[src/rtl/reflex_gate_equiv_monitor.sv]
// reflex_gate_equiv_monitor
// Latency-aligned equivalence monitor for the reflex kernel gate array.
// Golden verdicts are delayed by LAT cycles and compared against the
// hardware verdicts on NCH channels. The monitor keeps saturating
// check/mismatch counters, per-channel sticky flags and a snapshot of
// the first failing compare.
//
// Optional build macro: REFLEX_EQUIV_ASSERT_EN
//   defined   -> simulation-only assertions on per-channel mismatches and
//                on proto_err rising
//   undefined -> no assertions; registered behaviour is identical

module reflex_gate_equiv_monitor #(
    parameter int unsigned NCH   = 4,
    parameter int unsigned LAT   = 2,
    parameter int unsigned CNT_W = 16,
    parameter int unsigned TAG_W = 16
) (
    input  logic             clk,
    input  logic             rst_n,
    input  logic             enable,
    input  logic             clear,
    input  logic             in_valid,
    input  logic [NCH-1:0]   trusted_sw,
    input  logic             hw_valid,
    input  logic [NCH-1:0]   trusted_hw,
    output logic [1:0]       state,
    output logic             mismatch_pulse,
    output logic [NCH-1:0]   mismatch_sticky,
    output logic             proto_err,
    output logic [CNT_W-1:0] check_cnt,
    output logic [CNT_W-1:0] mismatch_cnt,
    output logic [NCH-1:0]   first_fail_vec,
    output logic [TAG_W-1:0] first_fail_cycle
);

    typedef enum logic [1:0] {
        ST_IDLE   = 2'd0,
        ST_WARMUP = 2'd1,
        ST_CHECK  = 2'd2,
        ST_FAIL   = 2'd3
    } state_t;

    // Last warm-up count before CHECK; unused when LAT=0.
    localparam logic [3:0] WARM_LAST = (LAT == 0) ? 4'd0 : 4'(LAT - 1);

    state_t           r_state;
    state_t           w_state_nxt;
    logic [3:0]       r_warm_cnt;
    logic [TAG_W-1:0] r_stamp;

    logic             r_pulse;
    logic [NCH-1:0]   r_sticky;
    logic             r_proto_err;
    logic [CNT_W-1:0] r_check_cnt;
    logic [CNT_W-1:0] r_mismatch_cnt;
    logic [NCH-1:0]   r_ff_vec;
    logic [TAG_W-1:0] r_ff_cycle;

    logic             w_exp_valid;
    logic [NCH-1:0]   w_exp_vec;
    logic             w_flush;
    logic             w_active;
    logic             w_cmp_fire;
    logic [NCH-1:0]   w_diff;
    logic             w_mis;
    logic             w_first;
    logic             w_proto_hit;
    logic             w_enter_check;

    // Valids are dropped whenever the monitor is disabled or cleared so
    // that stale golden entries never line up with fresh hardware beats.
    assign w_flush = !enable || clear;

    // ------------------------------------------------------------------
    // Golden delay line
    // ------------------------------------------------------------------
    if (LAT == 0) begin : g_nodly
        assign w_exp_valid = in_valid;
        assign w_exp_vec   = trusted_sw;
    end else begin : g_dly
        logic [LAT-1:0] r_dv;
        logic [NCH-1:0] r_dvec [LAT];

        // Shift golden {valid, verdict} pairs one stage per cycle.
        always_ff @(posedge clk) begin
            if (!rst_n) begin
                r_dv <= '0;
                for (int unsigned i = 0; i < LAT; i++) begin
                    r_dvec[i] <= '0;
                end
            end else begin
                if (w_flush) begin
                    r_dv <= '0;
                end else begin
                    r_dv[0] <= in_valid;
                    for (int unsigned i = 1; i < LAT; i++) begin
                        r_dv[i] <= r_dv[i-1];
                    end
                end
                r_dvec[0] <= trusted_sw;
                for (int unsigned i = 1; i < LAT; i++) begin
                    r_dvec[i] <= r_dvec[i-1];
                end
            end
        end

        assign w_exp_valid = r_dv[LAT-1];
        assign w_exp_vec   = r_dvec[LAT-1];
    end

    // ------------------------------------------------------------------
    // FSM
    // ------------------------------------------------------------------

    // State register.
    always_ff @(posedge clk) begin
        if (!rst_n) begin
            r_state <= ST_IDLE;
        end else begin
            r_state <= w_state_nxt;
        end
    end

    // Next-state decode: disable beats clear, clear beats compare.
    always_comb begin
        w_state_nxt = r_state;
        if (!enable) begin
            w_state_nxt = ST_IDLE;
        end else if (clear) begin
            w_state_nxt = (LAT == 0) ? ST_CHECK : ST_WARMUP;
        end else begin
            case (r_state)
                ST_IDLE:   w_state_nxt = (LAT == 0) ? ST_CHECK : ST_WARMUP;
                ST_WARMUP: begin
                    if (r_warm_cnt == WARM_LAST) begin
                        w_state_nxt = ST_CHECK;
                    end
                end
                ST_CHECK: begin
                    if (w_mis) begin
                        w_state_nxt = ST_FAIL;
                    end
                end
                ST_FAIL:   w_state_nxt = ST_FAIL;
                default:   w_state_nxt = ST_IDLE;
            endcase
        end
    end

    // Compare qualification and output decode.
    always_comb begin
        state       = r_state;
        w_active    = (r_state == ST_CHECK) || (r_state == ST_FAIL);
        w_diff      = w_exp_vec ^ trusted_hw;
        w_cmp_fire  = w_active && w_exp_valid && hw_valid;
        w_mis       = w_cmp_fire && (w_diff != '0);
        w_first     = w_mis && (r_state == ST_CHECK);
        w_proto_hit = w_active && (w_exp_valid != hw_valid);
    end

    // Warm-up length counter; restarts on every entry into WARMUP.
    always_ff @(posedge clk) begin
        if (!rst_n) begin
            r_warm_cnt <= '0;
        end else if ((r_state == ST_WARMUP) && (w_state_nxt == ST_WARMUP) && !clear) begin
            r_warm_cnt <= r_warm_cnt + 1'b1;
        end else begin
            r_warm_cnt <= '0;
        end
    end

    // A clear while already in CHECK (LAT=0) also counts as a fresh entry.
    assign w_enter_check = (w_state_nxt == ST_CHECK) &&
                           ((r_state != ST_CHECK) || clear);

    // Cycle stamp: zero on CHECK entry, saturating count in CHECK/FAIL.
    always_ff @(posedge clk) begin
        if (!rst_n) begin
            r_stamp <= '0;
        end else if (w_enter_check) begin
            r_stamp <= '0;
        end else if (w_active && (r_stamp != '1)) begin
            r_stamp <= r_stamp + 1'b1;
        end
    end

    // ------------------------------------------------------------------
    // Result registers
    // ------------------------------------------------------------------

    // Counters, sticky flags, protocol flag and first-failure snapshot.
    always_ff @(posedge clk) begin
        if (!rst_n) begin
            r_pulse        <= 1'b0;
            r_sticky       <= '0;
            r_proto_err    <= 1'b0;
            r_check_cnt    <= '0;
            r_mismatch_cnt <= '0;
            r_ff_vec       <= '0;
            r_ff_cycle     <= '0;
        end else if (w_flush) begin
            r_pulse <= 1'b0;
            if (clear) begin
                r_sticky       <= '0;
                r_proto_err    <= 1'b0;
                r_check_cnt    <= '0;
                r_mismatch_cnt <= '0;
                r_ff_vec       <= '0;
                r_ff_cycle     <= '0;
            end
        end else begin
            r_pulse <= w_mis;
            if (w_cmp_fire && (r_check_cnt != '1)) begin
                r_check_cnt <= r_check_cnt + 1'b1;
            end
            if (w_mis) begin
                if (r_mismatch_cnt != '1) begin
                    r_mismatch_cnt <= r_mismatch_cnt + 1'b1;
                end
                r_sticky <= r_sticky | w_diff;
            end
            if (w_first) begin
                r_ff_vec   <= w_diff;
                r_ff_cycle <= r_stamp;
            end
            if (w_proto_hit) begin
                r_proto_err <= 1'b1;
            end
        end
    end

    assign mismatch_pulse   = r_pulse;
    assign mismatch_sticky  = r_sticky;
    assign proto_err        = r_proto_err;
    assign check_cnt        = r_check_cnt;
    assign mismatch_cnt     = r_mismatch_cnt;
    assign first_fail_vec   = r_ff_vec;
    assign first_fail_cycle = r_ff_cycle;

`ifdef REFLEX_EQUIV_ASSERT_EN
    // Report every failing channel of a compare that takes effect, and the
    // cycle in which the protocol flag first sets.
    always @(posedge clk) begin
        if (rst_n && enable && !clear) begin
            if (w_cmp_fire) begin
                for (int unsigned i = 0; i < NCH; i++) begin
                    assert (!w_diff[i])
                        else $error("REFLEX-GATE mismatch ch=%0d @%0t", i, $time);
                end
            end
            assert (!(w_proto_hit && !r_proto_err))
                else $error("REFLEX-GATE proto_err @%0t", $time);
        end
    end
`endif

endmodule
[config.mk]
export PLATFORM = sky130hd
export DESIGN_NAME = reflex_gate_equiv_monitor
export DESIGN_NICKNAME = d
export VERILOG_FILES = /design/src/rtl/reflex_gate_equiv_monitor.sv
export SDC_FILE = /design/constraint.sdc
export NUM_CORES = 1
export LEC_CHECK = 0
export BUFFER_PORTS_ARGS = -buffer_cell sky130_fd_sc_hd__buf_2
export CAP_MARGIN = 5
export CELL_PAD_IN_SITES_DETAIL_PLACEMENT = 1
export CELL_PAD_IN_SITES_GLOBAL_PLACEMENT = 1
export CORE_ASPECT_RATIO = 1.75
export CORE_MARGIN = 10
export CORE_UTILIZATION = 35
export DETAILED_ROUTE_END_ITERATION = 10
export PLACE_DENSITY = 0.74
export RECOVER_POWER = 25
export SETUP_SLACK_MARGIN = 0.05
export SYNTH_ARGS = -nofsm -noshare
export SYNTH_HDL_FRONTEND = slang
export SYNTH_SLANG_ARGS = --single-unit
[constraint.sdc]
create_clock -name clk -period 5.89 [get_ports clk]
set_input_delay 1.178 -clock clk [delete_from_list [all_inputs] [get_ports clk]]
set_output_delay 1.178 -clock clk [all_outputs]
set_load 0.05 [all_outputs]
==> impl_metrics.env, run 1 <==
export IMPL_fin_ws_ns=2.45
export IMPL_worst_path_most_repeated_cell="nand2_1"
export IMPL_drc_errors=0
export IMPL_die_w_um=102
export IMPL_antenna_found_initial=1
export IMPL_syn_to_final_growth_pct=18.3
export IMPL_cts_path_max_buffers=2
export IMPL_io_buffers=73
export IMPL_gr_usage_all_layers=0.148
export IMPL_nFillCells=1388
export IMPL_antenna_cells=0
export IMPL_grt_start_max_net_pins=37
export IMPL_yosys_warnings=0
export IMPL_cts_tree="done"
export IMPL_start_kind="input pin"
export IMPL_crit_slowest_cell="clkbuf_1"
export IMPL_cpPeakStageDelay_ns=1.02
export IMPL_skew_ns=0.00885
export IMPL_first_pass_iters=4
export IMPL_gp_congestion=0.774
export IMPL_antenna_left=0
export IMPL_synth_avg_cell_area_um2=8.71
export IMPL_start_util=0.355
export IMPL_cts_max_level=3
export IMPL_p_per_area_nw_per_um2=266
export IMPL_cts_made_buffers=9
export IMPL_hold_depth=1
export IMPL_drt_wl_total_um=12000
export IMPL_r2r_cells=6
export IMPL_ctsHoldBuffers=0
export IMPL_ctsRootBufferMaster="clkbuf_16"
export IMPL_clock_latency_ns=0.34
export IMPL_worstPathRequired_ns=6.17
export IMPL_dp_slack_ns=2.47
export IMPL_finish_utilization=0.420
export IMPL_post_route_min_period_ns=3.44
export IMPL_multi_input_area_um2=2140
export IMPL_synth_seq_cells=90
export IMPL_grt_pass1_vias=3926
export IMPL_synth_edf_count=0
export IMPL_tightest_slew_ns=1.43
export IMPL_final_common_cell="dfxtp_1"
export IMPL_cts_sinks=90
export IMPL_syn_cell_area_um2=4090
export IMPL_async_flop_share=0
export IMPL_fin_area_um2=4830
export IMPL_hp_class="register to register"
export IMPL_layout_common_cells="dfxtp_1 (90), buf_2 (63), nor2_1 (53)"
export IMPL_fp_dieH_um=163
export IMPL_maxSlewHeadroom=0.0449
export IMPL_path_max_fanout=36
export IMPL_critPathArrivalTime_ns=3.72
export IMPL_rsz0062_at_grt="no"
export IMPL_p_total_mw=1.28
export IMPL_crit_family="simple AND/OR/NAND/NOR gates"
export IMPL_power_leakage_nw=1.78
export IMPL_vias=3725
export IMPL_drive_above_1_share=0.178
export IMPL_grt_ovfl_total=0
export IMPL_register_area_um2=1800
export IMPL_fp_dieArea_um2=16600
export IMPL_period_share=0.585
export IMPL_reg2reg_setup_slack_ns=3.38
export IMPL_finalMaxSlewViolations=0
export IMPL_wl_per_cell_um=17.8
export IMPL_drtIter0Drc=130
export IMPL_cts_clk_slew_worst_paths_ns=0.07
export IMPL_cp_depth=4
export IMPL_finalHoldViolations=0
export IMPL_dpl_cell_area_um2=4540
export IMPL_grt_pass1_wl_um=19700
export IMPL_fmax_mhz=290
export IMPL_setup_tns_ns=0
export IMPL_cts_setup_buffers=0
export IMPL_setup_violations=0
export IMPL_core_area_um2=11500
export IMPL_ios=74
export IMPL_vdd_drop_max_mv=0.169
export IMPL_num_nets_final=553
export IMPL_status="finished, final reports clean"
export IMPL_ctsResizeCount=0
export IMPL_crit_path_end_kind="register"
export IMPL_place_hpwl_um=9030
export IMPL_crit_chain="clkbuf_1 -> nand2_1 -> or4_1 -> nand2_1"
export IMPL_synth_seq_area_share=0.441
export IMPL_timing_max_cap_violations=0
export IMPL_vias_per_cell=5.53
export IMPL_synth_flop_cell="dfxtp_1"
export IMPL_crit_buf_inv=1
export IMPL_row_count=52
export IMPL_synthCells=469
export IMPL_syn_num_nets=488
export IMPL_worstSetupPathType="input pin to register"
export IMPL_synth_distinct_cells=56
-- layer usage --
| metal | global-route usage | part of all wire |
|---|---|---|
| met1 | 0.155 | 0.38 |
| met2 | 0.270 | 0.55 |
| met3 | 0.0374 | 0.052 |
| met4 | 0.0588 | 0.018 |
| met5 | 0 | 0 |
-- per-stage QoR --
stage	hold slack (ns)	cells
6_report	0.433	673
3_3_place_gp	0.413	658
4_1_cts	0.443	673
5_1_grt	0.446	673
2_1_floorplan	0.412	469
3_5_place_dp	0.426	658
-- sequential cells by signal, indices dropped and copies added (netlist names) --
signal and count:
check_cnt 16, first_fail_cycle 16, mismatch_cnt 16, r_stamp 16
g_dly.r_dvec 8, first_fail_vec 4, mismatch_sticky 4, r_warm_cnt 4
g_dly.r_dv 2, state 2, mismatch_pulse 1, proto_err 1
-- Yosys cell counts (7+ instances only) --
cell       n  area share
a21boi_1  18       0.033
a21oi_1   19       0.023
and2_1     9       0.014
and3_1     8       0.012
clkbuf_1  14       0.013
dfxtp_1   90        0.44
inv_1      9      0.0083
nand2_1   50       0.046
nand3_1   37       0.045
nand4_1   14       0.021
nor2_1    53       0.049
nor3_1    11       0.013
nor4_1     7       0.011
o21ai_1    7      0.0086
or3_1      9       0.014
xnor2_1   20       0.043
xor2_1    10       0.021
-- worst paths after layout --
kind | from | to
max | rst_n | mismatch_cnt[3]
min | g_dly.r_dvec[0][1] | g_dly.r_dvec[0][5]
max reg2reg | check_cnt[0] | check_cnt[13]
min reg2reg | g_dly.r_dvec[0][1] | g_dly.r_dvec[0][5]
-- layout make-up --
cell class / count / area share
Clock buffer: 10 / 0.0495
Sequential cell: 90 / 0.373
Multi-Input combinational cell: 348 / 0.443
Inverter: 9 / 0.00699
Tap cell: 135 / 0.0350
Timing Repair Buffer: 76 / 0.0769
Clock inverter: 5 / 0.0163
-- where the power goes --
part	internal (mW)	switching, mW	total, mW
logic	0.0135	0.0331	0.0466
registers	0.612	0.00280	0.615
clock network	0.380	0.241	0.622
-- worst reg2reg max path, cell delays in order (launching register included) --
cell and delay (ns):
dfxtp_1 0.42, ha_1 0.22, nand4_1 0.18, nor4_2 0.91, nor4b_2 0.23, and3_1 0.27, o21a_1 0.17
-- kinds of logic (layout without fill, tap and decap cells) --
family / Yosys count / in the layout / synth area share
flops: 90 / 90 / 0.441
simple gates: 230 / 230 / 0.292
mux: 4 / 4 / 0.00980
compound gates: 79 / 79 / 0.143
fa+ha+maj: 5 / 5 / 0.0153
buf+inv: 31 / 100 / 0.0343
xor+xnor: 30 / 30 / 0.0643
Power figures use the tool's default switching activity.
==> run 2: changes to the inputs <==
PLACE_DENSITY = 0.76   (was 0.74)
clock period = 3.09 ns   (was 5.89 ns; I/O delays follow)
==> impl_metrics.env, run 2 (synthesized netlist as in run 1, its figures left out) <==
export IMPL_timing_max_cap_violations=0
export IMPL_core_area_um2=11500
export IMPL_fin_ws_ns=0.796
export IMPL_vias=3733
export IMPL_layout_common_cells="dfxtp_1 (90), nor2_1 (53), nand2_1 (50), buf_2 (50), nand3_1 (37)"
export IMPL_antenna_found_initial=0
export IMPL_setup_violations=0
export IMPL_fin_area_um2=4850
export IMPL_p_per_area_nw_per_um2=492
export IMPL_antenna_cells=0
export IMPL_start_kind="register"
export IMPL_status="finished, final reports clean"
export IMPL_intPower_mw=1.84
export IMPL_path_max_fanout=24
export IMPL_dp_slack_ns=0.741
export IMPL_fp_dieH_um=163
export IMPL_io_buffers=73
export IMPL_dpl_cell_area_um2=4580
export IMPL_row_count=52
export IMPL_share_comb_of_total_power=0.039
export IMPL_drt_wl_total_um=11900
export IMPL_vdd_drop_max_mv=0.268
export IMPL_drtIter0Drc=79
export IMPL_crit_path_end_kind="register"
export IMPL_cts_setup_buffers=0
export IMPL_finalMaxSlewViolations=0
export IMPL_start_util=0.355
export IMPL_ctsRootBufferMaster="clkbuf_16"
export IMPL_crit_chain="ha_1 -> inv_1 -> or4_4 -> o22ai_4 -> o21ai_1 -> a21oi_2"
export IMPL_rsz0062_at_grt="no"
export IMPL_ctsResizeCount=0
export IMPL_grt_start_max_net_pins=36
export IMPL_maxSlewHeadroom=0.112
export IMPL_clkPwrFrac=0.470
export IMPL_power_leakage_nw=1.74
export IMPL_final_common_cell="dfxtp_1"
export IMPL_antenna_left=0
export IMPL_setup_tns_ns=0
export IMPL_ctsHoldBuffers=0
export IMPL_worstPathRequired_ns=3.37
export IMPL_nFillCells=1411
export IMPL_cts_sinks=90
export IMPL_die_w_um=102
export IMPL_p_switching_mw=0.542
export IMPL_fp_dieArea_um2=16600
export IMPL_period_share=0.742
export IMPL_p_seq_frac=0.491
export IMPL_gr_usage_all_layers=0.149
export IMPL_gp_congestion=0.805
export IMPL_syn_to_final_growth_pct=18.7
export IMPL_swShare=0.227
export IMPL_grt_pass1_wl_um=19700
export IMPL_finish_utilization=0.421
export IMPL_cts_clk_slew_worst_paths_ns=0.07
export IMPL_fin_hold_ws_ns=0.432
export IMPL_skew_ns=0.00784
export IMPL_critPathArrivalTime_ns=2.58
export IMPL_ios=74
export IMPL_wl_per_cell_um=17.5
export IMPL_hp_class="register to register"
export IMPL_hold_depth=1
export IMPL_drc_errors=0
export IMPL_cts_tree="done"
export IMPL_drive_above_1_share=0.165
export IMPL_first_pass_iters=4
export IMPL_multi_input_area_um2=2140
export IMPL_r2r_cells=6
export IMPL_worstSetupPathType="register to register"
export IMPL_cts_path_max_buffers=2
export IMPL_cpPeakStageDelay_ns=0.57
export IMPL_register_area_um2=1800
export IMPL_vias_per_cell=5.49
export IMPL_crit_slowest_cell="or4_4"
export IMPL_post_route_min_period_ns=2.29
export IMPL_clock_latency_ns=0.35
export IMPL_num_nets_final=559
export IMPL_grt_pass1_vias=3914
export IMPL_grt_ovfl_total=0
export IMPL_place_hpwl_um=8940
export IMPL_finalHoldViolations=0
export IMPL_fmax_mhz=436
export IMPL_tightest_slew_ns=1.33
export IMPL_cts_made_buffers=9
export IMPL_cts_max_level=3
==> run 2: changes by cell type in the layout (fill, tap and decap cells not counted), moves of 2 or more <==
cell	previous run	this run
and2_0	4	2
clkinvlp_4	0	3
buf_4	2	7
clkbuf_1	11	25
buf_2	63	50
and2_1	5	7
==> run 2: cell type report <==
cell class | count | area share
multi-input combinational | 348 | 0.442
tap | 135 | 0.0348
clock inverter | 6 | 0.0137
timing repair buffer | 82 | 0.0818
clock buffer | 10 | 0.0493
sequential | 90 | 0.372
inverter | 9 | 0.00697
==> run 2: power by group through the flow <==
stage	Clock (mW)	Combinational, mW	Sequential (mW)
global placement	0	0.0925	1.20
CTS	1.16	0.0963	1.17
detailed placement	0	0.0960	1.20
floorplan	0	0.0572	1.20
finish	1.12	0.0936	1.17
global route	1.19	0.104	1.17
==> run 2: final timing paths <==
path	startpoint	endpoint	slack (ns)
hold / removal	g_dly.r_dvec[0][0]	g_dly.r_dvec[0][4]	0.43
hold reg to reg	g_dly.r_dvec[0][0]	g_dly.r_dvec[0][4]	0.43
setup reg to reg	mismatch_cnt[1]	mismatch_cnt[7]	0.80
setup / recovery	mismatch_cnt[1]	mismatch_cnt[7]	0.80
==> run 2: worst max-delay path, delay by kind of cell, from the launching register on <==
| kind | cells | cell delay (ns) |
|---|---|---|
| simple gates | 1 | 0.57 |
| fa+ha+maj | 1 | 0.33 |
| buf+inv | 1 | 0.12 |
| flops | 1 | 0.43 |
| compound gates | 3 | 0.78 |
==> run 2: metrics by stage <==
step	cells	total power, mW
after detailed placement	664	1.29
after global routing	680	2.47
after CTS	680	2.42
after floorplan	469	1.26
after global placement	664	1.29
final	680	2.39
==> run 2: metal layers <==
| layer | up-vias | global-route usage | wire length, um |
|---|---|---|---|
| li1 | 1808 | - | - |
| met2 | 67 | 0.279 | 6580 |
| met1 | 1843 | 0.147 | 4470 |
| met4 | 0 | 0.0595 | 193 |
| met5 | - | 0 | 0 |
| met3 | 15 | 0.0438 | 620 |
==> run 3: changes to the inputs <==
PLACE_DENSITY = 0.74   (was 0.76)
clock period = 2.25 ns   (was 3.09 ns; I/O delays follow)
==> impl_metrics.env, run 3 (synthesized netlist as in run 1, its figures left out) <==
export IMPL_ctsResizeCount=0
export IMPL_antenna_left=0
export IMPL_finalMaxSlewViolations=0
export IMPL_tightest_slew_ns=0.947
export IMPL_drt_wl_total_um=12000
export IMPL_fp_dieH_um=163
export IMPL_crit_end="mismatch_cnt[14]"
export IMPL_p_per_area_nw_per_um2=648
export IMPL_hp_class="input pin to register"
export IMPL_cts_made_buffers=9
export IMPL_start_kind="register"
export IMPL_reg2reg_setup_slack_ns=0.27
export IMPL_vias_per_cell=5.42
export IMPL_io_buffers=73
export IMPL_timing_max_cap_violations=0
export IMPL_path_max_fanout=24
export IMPL_cts_max_level=3
export IMPL_row_count=52
export IMPL_grt_pass1_vias=3991
export IMPL_cp_depth=6
export IMPL_die_w_um=102
export IMPL_worstSetupPathType="register to register"
export IMPL_gp_congestion=0.834
export IMPL_finish_utilization=0.428
export IMPL_rsz0062_at_grt="no"
export IMPL_vias=3751
export IMPL_vdd_drop_max_mv=0.354
export IMPL_place_hpwl_um=9270
export IMPL_num_nets_final=571
export IMPL_wl_per_cell_um=17.3
export IMPL_cts_path_max_buffers=2
export IMPL_skew_ns=0.0107
export IMPL_fp_dieArea_um2=16600
export IMPL_crit_family="simple AND/OR/NAND/NOR gates"
export IMPL_place_inst=676
export IMPL_r2r_cells=6
export IMPL_first_pass_iters=4
export IMPL_crit_chain="nand4_4 -> a41oi_2 -> o22ai_4 -> buf_4 -> or4_1 -> a21oi_1"
export IMPL_crit_path_end_kind="register"
export IMPL_cpPeakStageDelay_ns=0.51
export IMPL_timing_rr_start="state[1]"
export IMPL_drtIter0Drc=81
export IMPL_syn_to_final_growth_pct=20.7
export IMPL_ctsHoldBuffers=0
export IMPL_maxSlewHeadroom=0.369
export IMPL_ios=74
export IMPL_final_common_cell="dfxtp_1"
export IMPL_period_share=0.878
export IMPL_grt_pass1_wl_um=19700
export IMPL_cts_sinks=90
export IMPL_grt_ovfl_total=0
export IMPL_antenna_found_initial=1
export IMPL_drive_above_1_share=0.185
export IMPL_layout_common_cells="dfxtp_1 (88), nor2_1 (53), nand2_1 (50), buf_2 (50), nand3_1 (37)"
export IMPL_clock_latency_ns=0.34
export IMPL_ctsRootBufferMaster="clkbuf_16"
export IMPL_setup_violations=0
export IMPL_fmax_mhz=506
export IMPL_start_util=0.355
export IMPL_setup_tns_ns=0
export IMPL_drc_errors=0
export IMPL_antenna_cells=0
export IMPL_finalHoldViolations=0
export IMPL_critPathArrivalTime_ns=2.25
export IMPL_power_leakage_nw=1.80
export IMPL_fin_cells=692
export IMPL_crit_buf_inv=1
export IMPL_gr_usage_all_layers=0.147
export IMPL_worstPathRequired_ns=2.52
export IMPL_cts_clk_slew_worst_paths_ns=0.07
export IMPL_critPathLaunch="state[1]"
export IMPL_nFillCells=1406
export IMPL_r2r_end="mismatch_cnt[14]"
export IMPL_cts_tree="done"
export IMPL_status="finished, final reports clean"
export IMPL_crit_slowest_cell="dfxtp_1"
export IMPL_core_area_um2=11500
export IMPL_post_route_min_period_ns=1.98
export IMPL_grt_start_max_net_pins=25
export IMPL_cts_setup_buffers=0
[run 3: worst min path at each step]
stage | from | endpoint | cells after the start
after global placement | g_dly.r_dvec[0][2] | g_dly.r_dvec[0][6] | 1
after detailed placement | g_dly.r_dvec[0][3] | g_dly.r_dvec[0][7] | 1
after floorplan | g_dly.r_dvec[0][0] | g_dly.r_dvec[0][4] | 1
final | trusted_sw[1] | g_dly.r_dvec[0][1] | 2
after CTS | trusted_sw[1] | g_dly.r_dvec[0][1] | 2
after global routing | trusted_sw[1] | g_dly.r_dvec[0][1] | 2
[run 3: metrics by stage]
| stage | instance area (um^2) | power, mW | hold slack [ns] | setup WS [ns] |
|---|---|---|---|---|
| after CTS | 4970 | 3.23 | 0.315 | 0.265 |
| after global routing | 4930 | 3.31 | 0.323 | 0.126 |
| final | 4930 | 3.20 | 0.321 | 0.274 |
| after global placement | 4690 | 1.78 | 0.415 | 0.193 |
| after detailed placement | 4690 | 1.78 | 0.422 | 0.136 |
| after floorplan | 4090 | 1.73 | 0.412 | 0.123 |
[run 3: cell type report]
type	count	area, um^2	area share
clock buffer	9	225	0.0457
clock inverter	7	60.1	0.0122
inverter	9	33.8	0.00685
multi-input combinational	348	2140	0.435
sequential	90	1800	0.366
tap	135	169	0.0343
timing repair buffer	94	495	0.100
[run 3: worst reg2reg max path, cell delays in order (launching register included)]
cell     delay, ns
dfxtp_1       0.51
nand4_4       0.13
a41oi_2       0.31
o22ai_4       0.10
buf_4         0.21
or4_1         0.49
a21oi_1       0.16
[run 3: report_power, final]
group / switching (mW) / internal, mW / leakage (nW)
combinational: 0.0900 / 0.0429 / 0.928
clock: 0.683 / 0.771 / 0.143
sequential: 0.00690 / 1.60 / 0.728
[run 3: layer usage]
layer / vias to the layer above / track usage / wire length [um]
met3: 16 / 0.0336 / 550
met2: 68 / 0.276 / 6600
li1: 1832 / - / -
met4: 0 / 0.0562 / 198
met1: 1835 / 0.152 / 4640
met5: - / 0 / 0
